[src/rtl/load_store_unit_if.sv]
// Core-side request/response and byte-wide memory bus bundle for the load/store unit.
// The slave modport is the LSU itself; master is the core plus memory environment.
interface load_store_unit_if #(
   parameter int unsigned ADDR_WIDTH = 16,
   parameter int unsigned DATA_WIDTH = 8
);
   logic                  lsu_req;
   logic                  lsu_wr;
   logic [1:0]            lsu_size;
   logic                  lsu_zero_ex;
   logic [31:0]           lsu_addr;
   logic [31:0]           lsu_wr_data;
   logic [31:0]           lsu_rd_data;
   logic                  lsu_done;
   logic                  lsu_err;
   logic                  lsu_stall;
   logic                  mem_req;
   logic                  mem_we;
   logic [ADDR_WIDTH-1:0] mem_addr;
   logic [DATA_WIDTH-1:0] mem_wdata;
   logic [DATA_WIDTH-1:0] mem_rdata;
   logic                  mem_ready;

   modport slave (
      input  lsu_req, lsu_wr, lsu_size, lsu_zero_ex, lsu_addr, lsu_wr_data,
      output lsu_rd_data, lsu_done, lsu_err, lsu_stall,
      output mem_req, mem_we, mem_addr, mem_wdata,
      input  mem_rdata, mem_ready
   );

   modport master (
      output lsu_req, lsu_wr, lsu_size, lsu_zero_ex, lsu_addr, lsu_wr_data,
      input  lsu_rd_data, lsu_done, lsu_err, lsu_stall,
      input  mem_req, mem_we, mem_addr, mem_wdata,
      output mem_rdata, mem_ready
   );
endinterface

[src/rtl/load_store_unit.sv]
// Load/store unit: splits byte/half/word core accesses into sequential byte
// transfers on an 8-bit memory bus, with alignment checking and load extension.
module load_store_unit #(
   parameter int unsigned ADDR_WIDTH = 16,
   parameter int unsigned DATA_WIDTH = 8
) (
   input  logic             clk,
   input  logic             res_n,
   load_store_unit_if.slave bus
);
   localparam int unsigned WORD_W = 32;
   localparam int unsigned CNT_W  = 2;

   localparam logic [1:0] ST_IDLE = 2'd0;
   localparam logic [1:0] ST_XFER = 2'd1;
   localparam logic [1:0] ST_DONE = 2'd2;

   localparam logic [1:0] SZ_BYTE = 2'b00;
   localparam logic [1:0] SZ_HALF = 2'b01;
   localparam logic [1:0] SZ_WORD = 2'b10;
   localparam logic [1:0] SZ_BAD  = 2'b11;

   logic [1:0]            state_q,  state_d;
   logic [CNT_W-1:0]      cnt_q,    cnt_d;
   logic [CNT_W-1:0]      cnt_nxt;
   logic [ADDR_WIDTH-1:0] base_q,   base_d;
   logic [WORD_W-1:0]     wdata_q,  wdata_d;
   logic                  wr_q,     wr_d;
   logic [1:0]            size_q,   size_d;
   logic                  zx_q,     zx_d;
   logic [WORD_W-1:0]     rbuf_q,   rbuf_d;
   logic [WORD_W-1:0]     rd_q,     rd_d;
   logic                  done_q,   done_d;
   logic                  err_q,    err_d;
   logic                  mreq_q,   mreq_d;
   logic                  mwe_q,    mwe_d;
   logic [ADDR_WIDTH-1:0] maddr_q,  maddr_d;
   logic [DATA_WIDTH-1:0] mwdata_q, mwdata_d;

   logic                  bad_c;
   logic [CNT_W-1:0]      last_c;

   function automatic int unsigned lane(input logic [CNT_W-1:0] idx);
      return DATA_WIDTH * 32'(idx);
   endfunction

   function automatic logic [WORD_W-1:0] extend(input logic [WORD_W-1:0] w,
                                                input logic [1:0] sz,
                                                input logic zx);
      case (sz)
         SZ_BYTE: return zx ? {24'b0, w[7:0]}  : {{24{w[7]}},  w[7:0]};
         SZ_HALF: return zx ? {16'b0, w[15:0]} : {{16{w[15]}}, w[15:0]};
         default: return w;
      endcase
   endfunction

   // Illegal size or misaligned half/word requests complete at once with an error
   assign bad_c = (bus.lsu_size == SZ_BAD) ||
                  ((bus.lsu_size == SZ_HALF) && bus.lsu_addr[0]) ||
                  ((bus.lsu_size == SZ_WORD) && (bus.lsu_addr[1:0] != 2'b00));

   assign last_c = (size_q == SZ_WORD) ? 2'd3 : ((size_q == SZ_HALF) ? 2'd1 : 2'd0);

   // Next-state and next-output logic
   always_comb begin
      state_d  = state_q;
      cnt_d    = cnt_q;
      base_d   = base_q;
      wdata_d  = wdata_q;
      wr_d     = wr_q;
      size_d   = size_q;
      zx_d     = zx_q;
      rbuf_d   = rbuf_q;
      rd_d     = rd_q;
      done_d   = 1'b0;
      err_d    = 1'b0;
      mreq_d   = mreq_q;
      mwe_d    = mwe_q;
      maddr_d  = maddr_q;
      mwdata_d = mwdata_q;
      cnt_nxt  = cnt_q + CNT_W'(1);

      case (state_q)
         ST_IDLE: begin
            if (bus.lsu_req) begin
               wr_d    = bus.lsu_wr;
               size_d  = bus.lsu_size;
               zx_d    = bus.lsu_zero_ex;
               base_d  = bus.lsu_addr[ADDR_WIDTH-1:0];
               wdata_d = bus.lsu_wr_data;
               cnt_d   = '0;
               rbuf_d  = '0;
               if (bad_c) begin
                  state_d = ST_DONE;
                  done_d  = 1'b1;
                  err_d   = 1'b1;
                  rd_d    = '0;
               end else begin
                  state_d  = ST_XFER;
                  mreq_d   = 1'b1;
                  mwe_d    = bus.lsu_wr;
                  maddr_d  = bus.lsu_addr[ADDR_WIDTH-1:0];
                  mwdata_d = bus.lsu_wr_data[DATA_WIDTH-1:0];
               end
            end
         end
         ST_XFER: begin
            // mem_ready low leaves every register untouched
            if (bus.mem_ready) begin
               if (!wr_q) rbuf_d[lane(cnt_q) +: DATA_WIDTH] = bus.mem_rdata;
               if (cnt_q == last_c) begin
                  state_d = ST_DONE;
                  done_d  = 1'b1;
                  mreq_d  = 1'b0;
                  mwe_d   = 1'b0;
                  rd_d    = wr_q ? '0 : extend(rbuf_d, size_q, zx_q);
               end else begin
                  cnt_d    = cnt_nxt;
                  maddr_d  = base_q + ADDR_WIDTH'(cnt_nxt);
                  mwdata_d = wdata_q[lane(cnt_nxt) +: DATA_WIDTH];
               end
            end
         end
         ST_DONE: state_d = ST_IDLE;
         default: state_d = ST_IDLE;
      endcase
   end

   // State and output registers
   always_ff @(posedge clk or negedge res_n) begin
      if (!res_n) begin
         state_q  <= ST_IDLE;
         cnt_q    <= '0;
         base_q   <= '0;
         wdata_q  <= '0;
         wr_q     <= 1'b0;
         size_q   <= SZ_BYTE;
         zx_q     <= 1'b0;
         rbuf_q   <= '0;
         rd_q     <= '0;
         done_q   <= 1'b0;
         err_q    <= 1'b0;
         mreq_q   <= 1'b0;
         mwe_q    <= 1'b0;
         maddr_q  <= '0;
         mwdata_q <= '0;
      end else begin
         state_q  <= state_d;
         cnt_q    <= cnt_d;
         base_q   <= base_d;
         wdata_q  <= wdata_d;
         wr_q     <= wr_d;
         size_q   <= size_d;
         zx_q     <= zx_d;
         rbuf_q   <= rbuf_d;
         rd_q     <= rd_d;
         done_q   <= done_d;
         err_q    <= err_d;
         mreq_q   <= mreq_d;
         mwe_q    <= mwe_d;
         maddr_q  <= maddr_d;
         mwdata_q <= mwdata_d;
      end
   end

   assign bus.lsu_rd_data = rd_q;
   assign bus.lsu_done    = done_q;
   assign bus.lsu_err     = err_q;
   assign bus.lsu_stall   = bus.lsu_req & ~done_q;
   assign bus.mem_req     = mreq_q;
   assign bus.mem_we      = mwe_q;
   assign bus.mem_addr    = maddr_q;
   assign bus.mem_wdata   = mwdata_q;

   // Core address bits above the memory window are intentionally dropped
   if (ADDR_WIDTH < WORD_W) begin : g_addr_hi
      logic unused_addr_hi;
      assign unused_addr_hi = ^bus.lsu_addr[WORD_W-1:ADDR_WIDTH];
   end
endmodule

[src/flat_wrapper.sv]
// flat-port wrapper written by rule: the top's interface ports become plain ports
module load_store_unit_flat 
#(
   parameter int unsigned ADDR_WIDTH = 16,
   parameter int unsigned DATA_WIDTH = 8
)
  (clk, res_n, bus_lsu_req, bus_lsu_wr, bus_lsu_size, bus_lsu_zero_ex, bus_lsu_addr, bus_lsu_wr_data, bus_lsu_rd_data, bus_lsu_done, bus_lsu_err, bus_lsu_stall, bus_mem_req, bus_mem_we, bus_mem_addr, bus_mem_wdata, bus_mem_rdata, bus_mem_ready);
  load_store_unit_if #(.ADDR_WIDTH(ADDR_WIDTH), .DATA_WIDTH(DATA_WIDTH)) bus_i ();
  input  logic clk;
  input  logic res_n;
  input wire logic [$bits(bus_i.lsu_req)-1:0] bus_lsu_req;
  input wire logic [$bits(bus_i.lsu_wr)-1:0] bus_lsu_wr;
  input wire logic [$bits(bus_i.lsu_size)-1:0] bus_lsu_size;
  input wire logic [$bits(bus_i.lsu_zero_ex)-1:0] bus_lsu_zero_ex;
  input wire logic [$bits(bus_i.lsu_addr)-1:0] bus_lsu_addr;
  input wire logic [$bits(bus_i.lsu_wr_data)-1:0] bus_lsu_wr_data;
  output wire logic [$bits(bus_i.lsu_rd_data)-1:0] bus_lsu_rd_data;
  output wire logic [$bits(bus_i.lsu_done)-1:0] bus_lsu_done;
  output wire logic [$bits(bus_i.lsu_err)-1:0] bus_lsu_err;
  output wire logic [$bits(bus_i.lsu_stall)-1:0] bus_lsu_stall;
  output wire logic [$bits(bus_i.mem_req)-1:0] bus_mem_req;
  output wire logic [$bits(bus_i.mem_we)-1:0] bus_mem_we;
  output wire logic [$bits(bus_i.mem_addr)-1:0] bus_mem_addr;
  output wire logic [$bits(bus_i.mem_wdata)-1:0] bus_mem_wdata;
  input wire logic [$bits(bus_i.mem_rdata)-1:0] bus_mem_rdata;
  input wire logic [$bits(bus_i.mem_ready)-1:0] bus_mem_ready;
  assign bus_i.lsu_req = bus_lsu_req;
  assign bus_i.lsu_wr = bus_lsu_wr;
  assign bus_i.lsu_size = bus_lsu_size;
  assign bus_i.lsu_zero_ex = bus_lsu_zero_ex;
  assign bus_i.lsu_addr = bus_lsu_addr;
  assign bus_i.lsu_wr_data = bus_lsu_wr_data;
  assign bus_lsu_rd_data = bus_i.lsu_rd_data;
  assign bus_lsu_done = bus_i.lsu_done;
  assign bus_lsu_err = bus_i.lsu_err;
  assign bus_lsu_stall = bus_i.lsu_stall;
  assign bus_mem_req = bus_i.mem_req;
  assign bus_mem_we = bus_i.mem_we;
  assign bus_mem_addr = bus_i.mem_addr;
  assign bus_mem_wdata = bus_i.mem_wdata;
  assign bus_i.mem_rdata = bus_mem_rdata;
  assign bus_i.mem_ready = bus_mem_ready;
  load_store_unit #(.ADDR_WIDTH(ADDR_WIDTH), .DATA_WIDTH(DATA_WIDTH)) u_core (.clk(clk), .res_n(res_n), .bus(bus_i));
endmodule
[config.mk]
export PLATFORM = sky130hd
export DESIGN_NAME = load_store_unit_flat
export DESIGN_NICKNAME = d
export VERILOG_FILES = /design/src/rtl/load_store_unit_if.sv /design/src/rtl/load_store_unit.sv /design/src/flat_wrapper.sv
export SDC_FILE = /design/constraint.sdc
export NUM_CORES = 1
export LEC_CHECK = 0
export BUFFER_PORTS_ARGS = -buffer_cell sky130_fd_sc_hd__buf_4
export CORE_MARGIN = 2
export CORE_UTILIZATION = 55
export CTS_CLUSTER_DIAMETER = 150
export DETAILED_ROUTE_END_ITERATION = 10
export PLACE_DENSITY = 0.8
export SLEW_MARGIN = 20
export SYNTH_ARGS = -nofsm -noshare
export SYNTH_HDL_FRONTEND = slang
export SYNTH_SLANG_ARGS = --single-unit
[constraint.sdc]
create_clock -name clk -period 3.34 [get_ports clk]
set_input_delay 0.668 -clock clk [delete_from_list [all_inputs] [get_ports clk]]
set_output_delay 0.668 -clock clk [all_outputs]
set_load 0.1 [all_outputs]
# After elaboration in Yosys (flattened, before gate mapping)
# Index checks and enable logic that the tools add are counted.
dict set report word_totals {
  register_bits 148
  latchBits 0
  ram_bits 0
  mem_bits_ro 0
  inputBits 80
  output_inout_bits 61
  wordCells 100
  mem_count 0
}
dict set report classes {
  addsub 3
  mul 0
  n_div 0
  magnitude_cmp 0
  n_eq_ne 13
  shift 3
  muxes 49
  bitwise_logic 2
  n_reduce_logical 15
}
# cell count
set op_table {}
lappend op_table {{$mux 32} 10}
lappend op_table {{$pmux 32 s2} 3}
lappend op_table {{$mux 16} 4}
lappend op_table {{$neg 5->34} 1}
lappend op_table {{$shift 8x34->32 const A} 1}
lappend op_table {{$shiftx 8x34->32} 1}
lappend op_table {{$bwmux 32} 1}
lappend op_table {{$mux 8} 4}
lappend op_table {{$pmux 16 s2} 1}
lappend op_table {{$shiftx 32x6->8} 1}
lappend op_table {{$add 16x2->16} 1}
lappend op_table {{$mux 2} 8}
lappend op_table {{$pmux 8 s2} 1}
lappend op_table {{$reduce_and 5->1} 3}
lappend op_table {{$mux 1} 12}
lappend op_table {{$ne 2x2->1 const B} 4}
lappend op_table {{$pmux 2 s2} 2}
lappend op_table {{$eq 2x1->1 const B} 3}
lappend op_table {{$eq 2x2->1 const B} 3}
lappend op_table {{$pmux 1 s2} 3}
lappend op_table {{$reduce_and 3->1} 2}
lappend op_table {{$logic_not 2->1} 2}
lappend op_table {{$ne 2x1->1 const B} 2}
lappend op_table {{$reduce_and 4->1} 1}
lappend op_table {{8 further kinds} 11}

# Logic depth before layout (Yosys ltp)
# Gate-level depths: netlist (run 1).
dict set report logic_depth {
  depth_word 10
  ltp_mapped 10
  mapped_depth_nobuf 8
}

# Least setup slack after synthesis (run 1)
# OpenSTA, ideal clock, no wires.
dict set report synth_path {
  kind {register -> output}
  start {register u_core.done_q (netlist: u_core.bus.lsu_done)}
  end {output port bus_lsu_stall}
  arrival_time_ns 2.211
  required_ns 2.672
  setup_slack_ns 0.461
  stages_incl_launch_ff 2
  path_buffers 0
  path_cell_list {dfrtp_1 nor2b_1}
}
dict set report synth_via {
  elab_chain_len 2
}
# item line
set synth_lines {}
lappend synth_lines {{start, declared} load_store_unit.sv:33} ;# logic done_q, done_d;
lappend synth_lines {{start signal, assigned} load_store_unit.sv:157} ;# done_q <= done_d;
lappend synth_lines {{$not 1->1} load_store_unit.sv:169} ;# assign bus.lsu_stall = bus.lsu_req & ~done_q;
lappend synth_lines {{$and 1x1->1} load_store_unit.sv:169}
lappend synth_lines {{end, declared} flat_wrapper.sv:20} ;# output wire logic [$bits(bus_i.lsu_stall)-1:0] bus_lsu_stall;
# No other way between the ends.

# Final worst setup path (run 1)
dict set report layout_path {
  start {register u_core.cnt_q[1]}
  end {register u_core.rd_q[17] (netlist: u_core.bus.lsu_rd_data[17])}
}
dict set report layout_via {
  elab_chain_len 10
  word_cells_on_any_way 15
  cone_classes {1 x add/sub; 2 x eq/ne; 2 x shift; 9 x mux; 1 x reduce/logical}
}
# item line
set layout_lines {}
lappend layout_lines {{start, declared} load_store_unit.sv:24} ;# logic [CNT_W-1:0] cnt_q, cnt_d;
lappend layout_lines {{start signal, assigned} load_store_unit.sv:149} ;# cnt_q <= cnt_d;
lappend layout_lines {{$neg 5->34} load_store_unit.sv:110} ;# if (!wr_q) rbuf_d[lane(cnt_q) +: DATA_WIDTH] = bus.mem_rdata;
lappend layout_lines {{$shiftx 8x34->32 or $shift 8x34->32 (tied branches)} load_store_unit.sv:110}
lappend layout_lines {{$bwmux 32} load_store_unit.sv:110}
lappend layout_lines {{$mux 32} load_store_unit.sv:110}
lappend layout_lines {{$mux 32 (on tied branches)} {load_store_unit.sv:52, load_store_unit.sv:51}}
lappend layout_lines {{$pmux 32 s2} load_store_unit.sv:50} ;# case (sz)
lappend layout_lines {{$mux 32} load_store_unit.sv:116} ;# rd_d = wr_q ? '0 : extend(rbuf_d, size_q, zx_q);
lappend layout_lines {{$mux 32} load_store_unit.sv:111} ;# if (cnt_q == last_c) begin
lappend layout_lines {{$mux 32} load_store_unit.sv:109} ;# if (bus.mem_ready) begin
lappend layout_lines {{$pmux 32 s2} load_store_unit.sv:83} ;# case (state_q)
lappend layout_lines {{end signal, assigned} load_store_unit.sv:156} ;# rd_q <= rd_d;
lappend layout_lines {{end, declared} load_store_unit.sv:32} ;# logic [WORD_W-1:0] rd_q, rd_d;
# Several ways; a longest one is shown, not always the timed one. The select of a mux whose other input is x is not followed.
# A chain may end at the register's enable or synchronous reset.

==> results of run 1 <==
## final cells by class
cell class	instances	area, sq um	share of cell area [%]
clock inverter	12	132.6	1.529
sequential	148	3704	42.69
multi-input combinational	526	3119	35.96
inverter	8	30.03	0.3462
tap	172	215.2	2.481
clock buffer	20	446.7	5.149
timing repair buffer	136	1027	11.84
## cell families (layout without fill, tap and decap cells)
logic type / Yosys count / after routing
fa+ha+maj: 11 / 11
xor+xnor: 14 / 14
flops: 148 / 148
simple gates: 324 / 324
buf+inv: 53 / 176
mux: 12 / 12
compound gates: 165 / 165
## per-stage QoR
step	hold WS [ns]	util, %
floorplan	0.3724	-
global placement	0.4492	64.39
detailed placement	0.4582	64.39
CTS	0.4201	69.00
global route	0.4254	69.02
finish	0.3315	69.02
## flip-flops by register name, indices dropped and copies added, names as in the netlist
name / flops
u_core.rbuf_q: 32
u_core.bus.mem_wdata: 8
u_core.bus.lsu_rd_data: 32
u_core.bus.lsu_err: 1
u_core.base_q: 16
u_core.bus.mem_req: 1
u_core.wdata_q: 32
u_core.zx_q: 1
u_core.size_q: 2
u_core.bus.mem_addr: 16
u_core.bus.lsu_done: 1
u_core.state_q: 2
u_core.cnt_q: 2
u_core.bus.mem_we: 1
u_core.wr_q: 1
## how the worst min path moves through the flow
| stage | startpoint | to | slack (ns) | depth (start not counted) |
|---|---|---|---|---|
| 3_5_place_dp | u_core.wdata_q[9]$_DFFE_PN0P_ | u_core.wdata_q[9]$_DFFE_PN0P_ | 0.46 | 2 |
| 4_1_cts | bus_lsu_wr_data[27] | u_core.wdata_q[27]$_DFFE_PN0P_ | 0.42 | 3 |
| 3_3_place_gp | u_core.wdata_q[1]$_DFFE_PN0P_ | u_core.wdata_q[1]$_DFFE_PN0P_ | 0.45 | 2 |
| 5_1_grt | res_n | u_core.bus.lsu_rd_data[17]$_DFFE_PN0P_ | 0.43 | 1 |
| 2_1_floorplan | res_n | u_core.base_q[0]$_DFFE_PN0P_ | 0.37 | 0 |
| 6_report | res_n | u_core.bus.lsu_rd_data[22]$_DFFE_PN0P_ | 0.33 | 1 |
## layer usage
metal / share of wire (%) / vias to the layer above / track usage [%]
li1: - / 2745 / -
met1: 42 / 2895 / 35.99
met2: 48 / 243 / 42.84
met3: 7.4 / 35 / 6.488
met4: 2.4 / 0 / 12.39
met5: 0 / - / 0
## cells in the final DEF, fill, tap and decap left out, drive strengths merged, types with 2 or more instances in the layout
cell      synthesis  routed
a21o              3       3
a21oi             9       9
a221oi           16      16
a22o             26      26
a22oi            12      12
a31oi            14      14
a32o              2       2
and2              4       4
and3              4       4
and4              4       4
buf              21     135
bufinv            0       2
clkbuf           24      21
clkinv            0       4
clkinvlp          0       6
dfrtp           148     148
ha               10      10
inv               8       8
mux2i             4       4
mux4              8       8
nand2           242     242
nand2b            7       7
nand3             9       9
nand4             4       4
nor2             34      34
nor2b             4       4
nor3              2       2
nor4              2       2
o211ai            4       4
o21ai            59      59
o22a              5       5
o31ai             5       5
o41ai             3       3
or2               3       3
xnor2             8       8
xor2              6       6
==> metrics.cfg, run 1 <==
[place]
placed_cells_incl_taps=990
hpwl_um=11750
pre_cts_slack_ns=0.6991
place.port_buffers=124
place_congestion=0.8218
place_area_sq_mm=0.008093

[die]
dieArea_sq_mm=0.01374
row_count=41
coreArea_sq_mm=0.01257
num_io_pins=141
fp.dieH_um=117.2
die_w_um=117.2
start_util_pct=56.11

[hold_path]
hp-class=input pin to asynchronous set/reset pin

[yosys]
synth_xor_area_share_pct=1.845
post-synth-top-count-cell=nand2_1
synth_compound_area_share_pct=16.96
synthMuxAreaShare_pct=3.282
ys_warn_count=0
syn_area_sq_mm=0.007052
ys_seq_elements=148
synth_edf_count=0
synth_cell_types=57
syn_nets=818
netlist.area_leader.share_pct=52.52
synthTopCellsByArea=dfrtp_1 53%, nand2_1 13%, o21ai_0 3.5%, a22o_1 3.2%, a221oi_1 2.0%
synth_top_family_by_area=simple AND/OR/NAND/NOR gates
synthAdderAreaFrac_pct=2.058
yosys_most_used_dff=dfrtp_1
synthArstFlopShare_pct=100.0
synth-simple-area-share_pct=19.96
ys_seq_area_share_pct=52.52
synth.avg_cell_area_sq_um=9.700
synth_commonest_cells=241 x nand2_1, 148 x dfrtp_1, 49 x o21ai_0
yosysTopAreaCell=dfrtp_1
syn_inst=727

[global_route]
grt_pass1_vias=5803
grt_max_degree=111
grtUsageTotal_pct=27.21
overflow=0
grt_pass1_wl_um=28680
antenna_found_initial=0

[clocking]
cts_resized=0
clock_latency_ns=0.42
cts_max_level=4
cts_buffers=17
root_buffer=clkbuf_16
cts_tree=built
cts_buffer_depth=2
hold_buffers=0
cts_sinks=148
postCtsSetupBuffers=0
clkTransAtPathRegs_ns=0.06

[sta]
setup_ws_ns=0.6767
period_share_pct=79.74
fmax_mhz=375.5
worst_slew_pin_slew_ns=0.8744
relSlewSlack_pct=41.49
finalHoldViolCount=0
fin_worst_skew_ns=0.006937
rsz0062_at_grt=false
setup_viol=0
setup_tns_ns=0
maxSlewViolCount=0
fin_crit_ns=2.663

[critical_path]
start_kind=register
critPathTopFamily=simple AND/OR/NAND/NOR gates
cp.arrival_ns=3.00
r2r_start=u_core.cnt_q[1]$_DFFE_PN0P_
worstPathRequired_ns=3.68
cp.depth=7
cp_max_fo=16
rr_worst_depth=7
path_cells=inv_1, ha_1, nor4b_4, a22oi_2, o221ai_2, nand3_4, o21ai_0
critPathBufInv=1
endpoint_kind=register
path_class=register to register
worst-r2r-setup-slack_ns=0.68
slowest_delay_ns=0.54
cp_slowest_cell=nor4b_4
cp-endpoint=u_core.bus.lsu_rd_data[17]$_DFFE_PN0P_
r2r_end=u_core.bus.lsu_rd_data[17]$_DFFE_PN0P_
crit_start=u_core.cnt_q[1]$_DFFE_PN0P_

[run]
maxCapViolations=0

[final_layout]
antennaDiodeCount=0
layoutNonFillerInstCount=1022
fill_cells=966
nets=928
final_area_sq_mm=0.008675
area_growth_pct=23.01
drive_above_1_share_pct=23.18

[drt]
viasPerCell=5.791
routed_wl_um=17610
drc_errors=0
postRouteAntennaNets=0
first_iter_violations=539
wl_per_cell_um=17.23
num_vias=5918
firstDrtPassIters=5

[run_status]
status=finished clean

Power of run 1 is left out: the tool's default activity adds up to more than one toggle a clock period on the data nets, which glitch-free logic cannot reach.
==> run 2: changes to the inputs <==
ABC_AREA = 1   (was default)
CORE_UTILIZATION = 56   (was 55)
PLACE_DENSITY = 0.81   (was 0.8)
clock period = 2.65 ns   (was 3.34 ns; I/O delays follow)
==> metrics.cfg, run 2 <==
[final_layout]
nets=1137
layout_common_cells=345 x nand2_1, 148 x dfrtp_1, 133 x buf_4
final_common_cell=nand2_1
area_growth_pct=23.19
antennaDiodeCount=0
fill_cells=1042
drive_above_1_share_pct=20.49

[global_route]
grt_pass1_wl_um=30940
grt_max_degree=79
grtUsageTotal_pct=27.57
grt_pass1_vias=6330
overflow=0
antenna_found_initial=0

[clocking]
postCtsSetupBuffers=0
root_buffer=clkbuf_16
hold_buffers=0
cts_resized=0
clock_latency_ns=0.42
cts_buffers=17
cts_sinks=148
cts_buffer_depth=2
clkTransAtPathRegs_ns=0.06
cts_max_level=4
cts_tree=built

[place]
place.port_buffers=124
place_congestion=0.9197
hpwl_um=12660

[sta]
finalHoldViolCount=0
setup_viol=0
setup_tns_ns=0
relSlewSlack_pct=44.89
worst_slew_pin_slew_ns=0.8258
fin_worst_skew_ns=0.005771
fmax_mhz=441.3
maxSlewViolCount=0
rsz0062_at_grt=false
period_share_pct=85.52
fin_crit_ns=2.266

[critical_path]
start_kind=register
cp_slowest_cell=dfrtp_1
r2r_end=u_core.bus.lsu_rd_data[31]$_DFFE_PN0P_
path_cells=inv_1, ha_1, buf_4, nor2_2, nand3_1, nand2_2, nand2_4, nand3_4, nand3_1, nand2_1
slowest_delay_ns=0.44
r2r_start=u_core.cnt_q[1]$_DFFE_PN0P_
cp.arrival_ns=2.62
worst-r2r-setup-slack_ns=0.38
rr_worst_depth=10
path_class=register to register
cp_max_fo=16
endpoint_kind=register
worstPathRequired_ns=3.01
crit_path_frequent_cell=nand3_1

[die]
coreArea_sq_mm=0.01309
row_count=42
start_util_pct=56.70
dieArea_sq_mm=0.01419
die_w_um=119.1
fp.dieH_um=119.1
num_io_pins=141

[yosys]
yosys_most_used_dff=dfrtp_1
synth_top_family_by_area=simple AND/OR/NAND/NOR gates
syn_inst=929
ys_seq_area_share_pct=49.92
ys_seq_elements=148
synthAdderAreaFrac_pct=1.956
synth.avg_cell_area_sq_um=7.987
synth_cell_types=33
synthTopCellsByArea=dfrtp_1 50%, nand2_1 17%, nand3_1 6.5%, o21ai_0 4.2%, mux2_2 3.9%
synthMuxAreaShare_pct=3.946
synth_commonest_cells=345 x nand2_1, 148 x dfrtp_1, 96 x nand3_1
yosysTopAreaCell=dfrtp_1
synth-simple-area-share_pct=29.39
ys_warn_count=0
netlist.area_leader.share_pct=49.92
syn_area_sq_mm=0.007420
synth_xor_area_share_pct=0.3541
synth_edf_count=0
syn_nets=1020
synthArstFlopShare_pct=100.0
post-synth-top-count-cell=nand2_1
synth_compound_area_share_pct=7.926

[drt]
wl_per_cell_um=15.11
first_iter_violations=672
num_vias=6723
viasPerCell=5.444
routed_wl_um=18660
firstDrtPassIters=5
drc_errors=0
postRouteAntennaNets=0

[hold_path]
hp-class=input pin to asynchronous set/reset pin

[run]
maxCapViolations=0

[run_status]
status=finished clean

## run 2: cells by family after synthesis
| kind of cell | after synthesis |
|---|---|
| adder cells (fa/ha/maj) | 11 |
| multiplexers | 26 |
| XOR/XNOR | 3 |
| AO/OA/AOI/OAI | 108 |
| AND/OR/NAND/NOR | 517 |
| buffers and inverters | 116 |
| flip-flops | 148 |
## run 2: stage by stage
stage | instances | hold WS (ns) | util (%) | worst slack, ns | area, sq um
floorplan | 929 | 0.2344 | - | 0.05219 | 7422
global placement | 1203 | 0.4548 | 65.22 | 0.4840 | 8534
detailed placement | 1203 | 0.4632 | 65.22 | 0.4142 | 8534
CTS | 1235 | 0.1231 | 69.85 | 0.3830 | 9140
global route | 1235 | 0.1498 | 69.85 | 0.1641 | 9140
finish | 1235 | 0.1138 | 69.85 | 0.3838 | 9140
## run 2: worst max-delay path by stage
stage | startpoint | to | slack [ns] | cells past startpoint
2_1_floorplan | u_core.cnt_q[0]$_DFFE_PN0P_ | u_core.bus.mem_addr[4]$_DFFE_PN0P_ | 0.05 | 12
3_3_place_gp | u_core.cnt_q[0]$_DFFE_PN0P_ | u_core.bus.mem_addr[4]$_DFFE_PN0P_ | 0.48 | 10
3_5_place_dp | u_core.cnt_q[1]$_DFFE_PN0P_ | u_core.bus.lsu_rd_data[31]$_DFFE_PN0P_ | 0.41 | 10
4_1_cts | u_core.cnt_q[1]$_DFFE_PN0P_ | u_core.bus.lsu_rd_data[31]$_DFFE_PN0P_ | 0.38 | 10
5_1_grt | u_core.cnt_q[1]$_DFFE_PN0P_ | u_core.bus.mem_addr[15]$_DFFE_PN0P_ | 0.16 | 10
6_report | u_core.cnt_q[1]$_DFFE_PN0P_ | u_core.bus.lsu_rd_data[31]$_DFFE_PN0P_ | 0.38 | 10
## run 2: layout make-up
type	instances	area, sq um	area share (%)
Clock inverter	8	123.9	1.355
Tap cell	176	220.2	2.409
Multi-Input combinational cell	665	3236	35.40
Sequential cell	148	3704	40.52
Clock buffer	24	481.7	5.270
Timing Repair Buffer	138	1090	11.92
Inverter	76	285.3	3.121
## run 2: routing by layer
layer | vias up | wire [um] | track usage (%) | share of wire, %
li1 | 3229 | - | - | -
met1 | 3152 | 8154 | 38.44 | 44
met2 | 301 | 8636 | 41.52 | 46
met3 | 41 | 1396 | 6.609 | 7.5
met4 | 0 | 469 | 11.46 | 2.5
met5 | - | 0 | 0 | 0
## run 2: worst max-delay path, delay by kind of cell, from the launching register on
family	cells	cell delay, ns
simple gates	7	1.10
flops	1	0.44
fa+ha+maj	1	0.36
buf+inv	2	0.30
Power of run 2 is left out for the same reason.
==> run 3: changes to the inputs <==
--- a/constraint.sdc
+++ b/constraint.sdc
@@ -3,2 +3,2 @@
 set_output_delay 0.53 -clock clk [all_outputs]
-set_load 0.1 [all_outputs]
+set_load 0.005 [all_outputs]
==> metrics.cfg, run 3 (synthesis gave the netlist of run 2 again) <==
[run_status]
status=finished clean

[clocking]
clkTransAtPathRegs_ns=0.06
clock_latency_ns=0.42
root_buffer=clkbuf_16
cts_resized=0
cts_buffers=17
cts_max_level=4
cts_sinks=148
hold_buffers=0
cts_buffer_depth=2
cts_tree=built
postCtsSetupBuffers=0

[power]
pwr-share-clk_pct=21.6
combPwrFrac_pct=44.5
power.switching_mw=4.483
netSwitchingFraction_pct=41.06
powerDensity_mw_per_mm2=1201
internal-power_mw=6.435
leakage_nw=4.802
peakVddDrop_mv=0.6966
pwr-share-seq_pct=33.9

[place]
hpwl_um=12550
place_area_sq_mm=0.008512
place.port_buffers=124
place_congestion=0.9407
pre_cts_slack_ns=0.3570

[drt]
num_vias=6548
wl_per_cell_um=14.76
first_iter_violations=541
drc_errors=0
firstDrtPassIters=6
viasPerCell=5.306
postRouteAntennaNets=0
routed_wl_um=18210

[sta]
relSlewSlack_pct=46.39
finalHoldViolCount=0
maxSlewViolCount=0
worst_slew_pin_slew_ns=0.8041
setup_tns_ns=0
fmax_mhz=416.7
setup_ws_ns=0.2499
setup_viol=0
fin_crit_ns=2.400
rsz0062_at_grt=false
fin_worst_skew_ns=0.005795
period_share_pct=90.57

[final_layout]
final_area_sq_mm=0.009092
final_common_cell=nand2_1
drive_above_1_share_pct=20.42
nets=1136
fill_cells=1042
area_growth_pct=22.55
antennaDiodeCount=0
layout_common_cells=345 x nand2_1, 148 x dfrtp_1, 133 x buf_4

[die]
row_count=42
dieArea_sq_mm=0.01419
fp.dieH_um=119.1
coreArea_sq_mm=0.01309
start_util_pct=56.70
die_w_um=119.1
num_io_pins=141

[critical_path]
critPathTopFamily=simple AND/OR/NAND/NOR gates
path_cells=inv_1, ha_1, buf_4, inv_2, nor2_1, nand4_1, nand2_1, inv_1, o21ai_0
cp_max_fo=14
path_class=register to register
crit_path_frequent_cell=inv_1
critPathBufInv=4
cp_slowest_cell=dfrtp_1
endpoint_kind=register
cp.arrival_ns=2.72
r2r_start=u_core.cnt_q[1]$_DFFE_PN0P_
rr_worst_depth=9
worst-r2r-setup-slack_ns=0.25
worstPathRequired_ns=2.97
start_kind=register
r2r_end=u_core.rbuf_q[22]$_DFFE_PN0P_
slowest_delay_ns=0.44

[run]
maxCapViolations=0

[global_route]
overflow=0
antenna_found_initial=0
grt_max_degree=79
grtUsageTotal_pct=26.50
grt_pass1_wl_um=29680
grt_pass1_vias=6121

[hold_path]
hp-class=input pin to asynchronous set/reset pin

-- run 3: routing by layer --
layer  up-vias  GRT usage (%)  wire, um
met2       218          40.01      8401
li1       3224              -         -
met1      3077          37.94      8412
met3        29          5.316      1072
met4         0          10.12       323
met5         -              0         0
-- run 3: power by group through the flow --
stage / Combinational (mW) / Sequential, mW / Clock, mW
final: 4.86 / 3.71 / 2.36
after global placement: 4.70 / 3.69 / 0
after detailed placement: 4.82 / 3.72 / 0
after global routing: 5.43 / 3.80 / 2.49
after CTS: 4.84 / 3.70 / 2.38
after floorplan: 3.31 / 3.63 / 0
-- run 3: per-stage QoR --
step,util (%),hold slack [ns],total power [mW],cells
3_5_place_dp,65.05,0.4670,8.536,1202
4_1_cts,69.49,0.1328,10.91,1234
2_1_floorplan,-,0.2344,6.939,929
5_1_grt,69.49,0.1674,11.73,1234
3_3_place_gp,65.05,0.4551,8.395,1202
6_report,69.49,0.1140,10.92,1234
-- run 3: layout make-up --
cell class / count / area [sq um] / area share, %
clock buffers: 23 / 478.0 / 5.257
clock inverters: 9 / 102.6 / 1.128
inverters: 76 / 285.3 / 3.137
multi-input cells: 665 / 3233 / 35.56
flip-flops and latches: 148 / 3704 / 40.73
well taps: 176 / 220.2 / 2.422
repair buffers: 137 / 1070 / 11.77
-- run 3: worst max path at each step --
stage	from	endpoint	slack, ns	depth (start not counted)
global route	u_core.cnt_q[1]$_DFFE_PN0P_	u_core.rbuf_q[22]$_DFFE_PN0P_	0.04	9
finish	u_core.cnt_q[1]$_DFFE_PN0P_	u_core.rbuf_q[22]$_DFFE_PN0P_	0.25	9
detailed placement	u_core.cnt_q[1]$_DFFE_PN0P_	u_core.bus.lsu_rd_data[21]$_DFFE_PN0P_	0.36	11
floorplan	u_core.cnt_q[0]$_DFFE_PN0P_	u_core.bus.mem_addr[4]$_DFFE_PN0P_	0.06	12
global placement	u_core.cnt_q[1]$_DFFE_PN0P_	u_core.bus.lsu_rd_data[22]$_DFFE_PN0P_	0.43	11
CTS	u_core.cnt_q[1]$_DFFE_PN0P_	u_core.rbuf_q[22]$_DFFE_PN0P_	0.31	9
No activity file was read; power rests on OpenSTA's default activity.
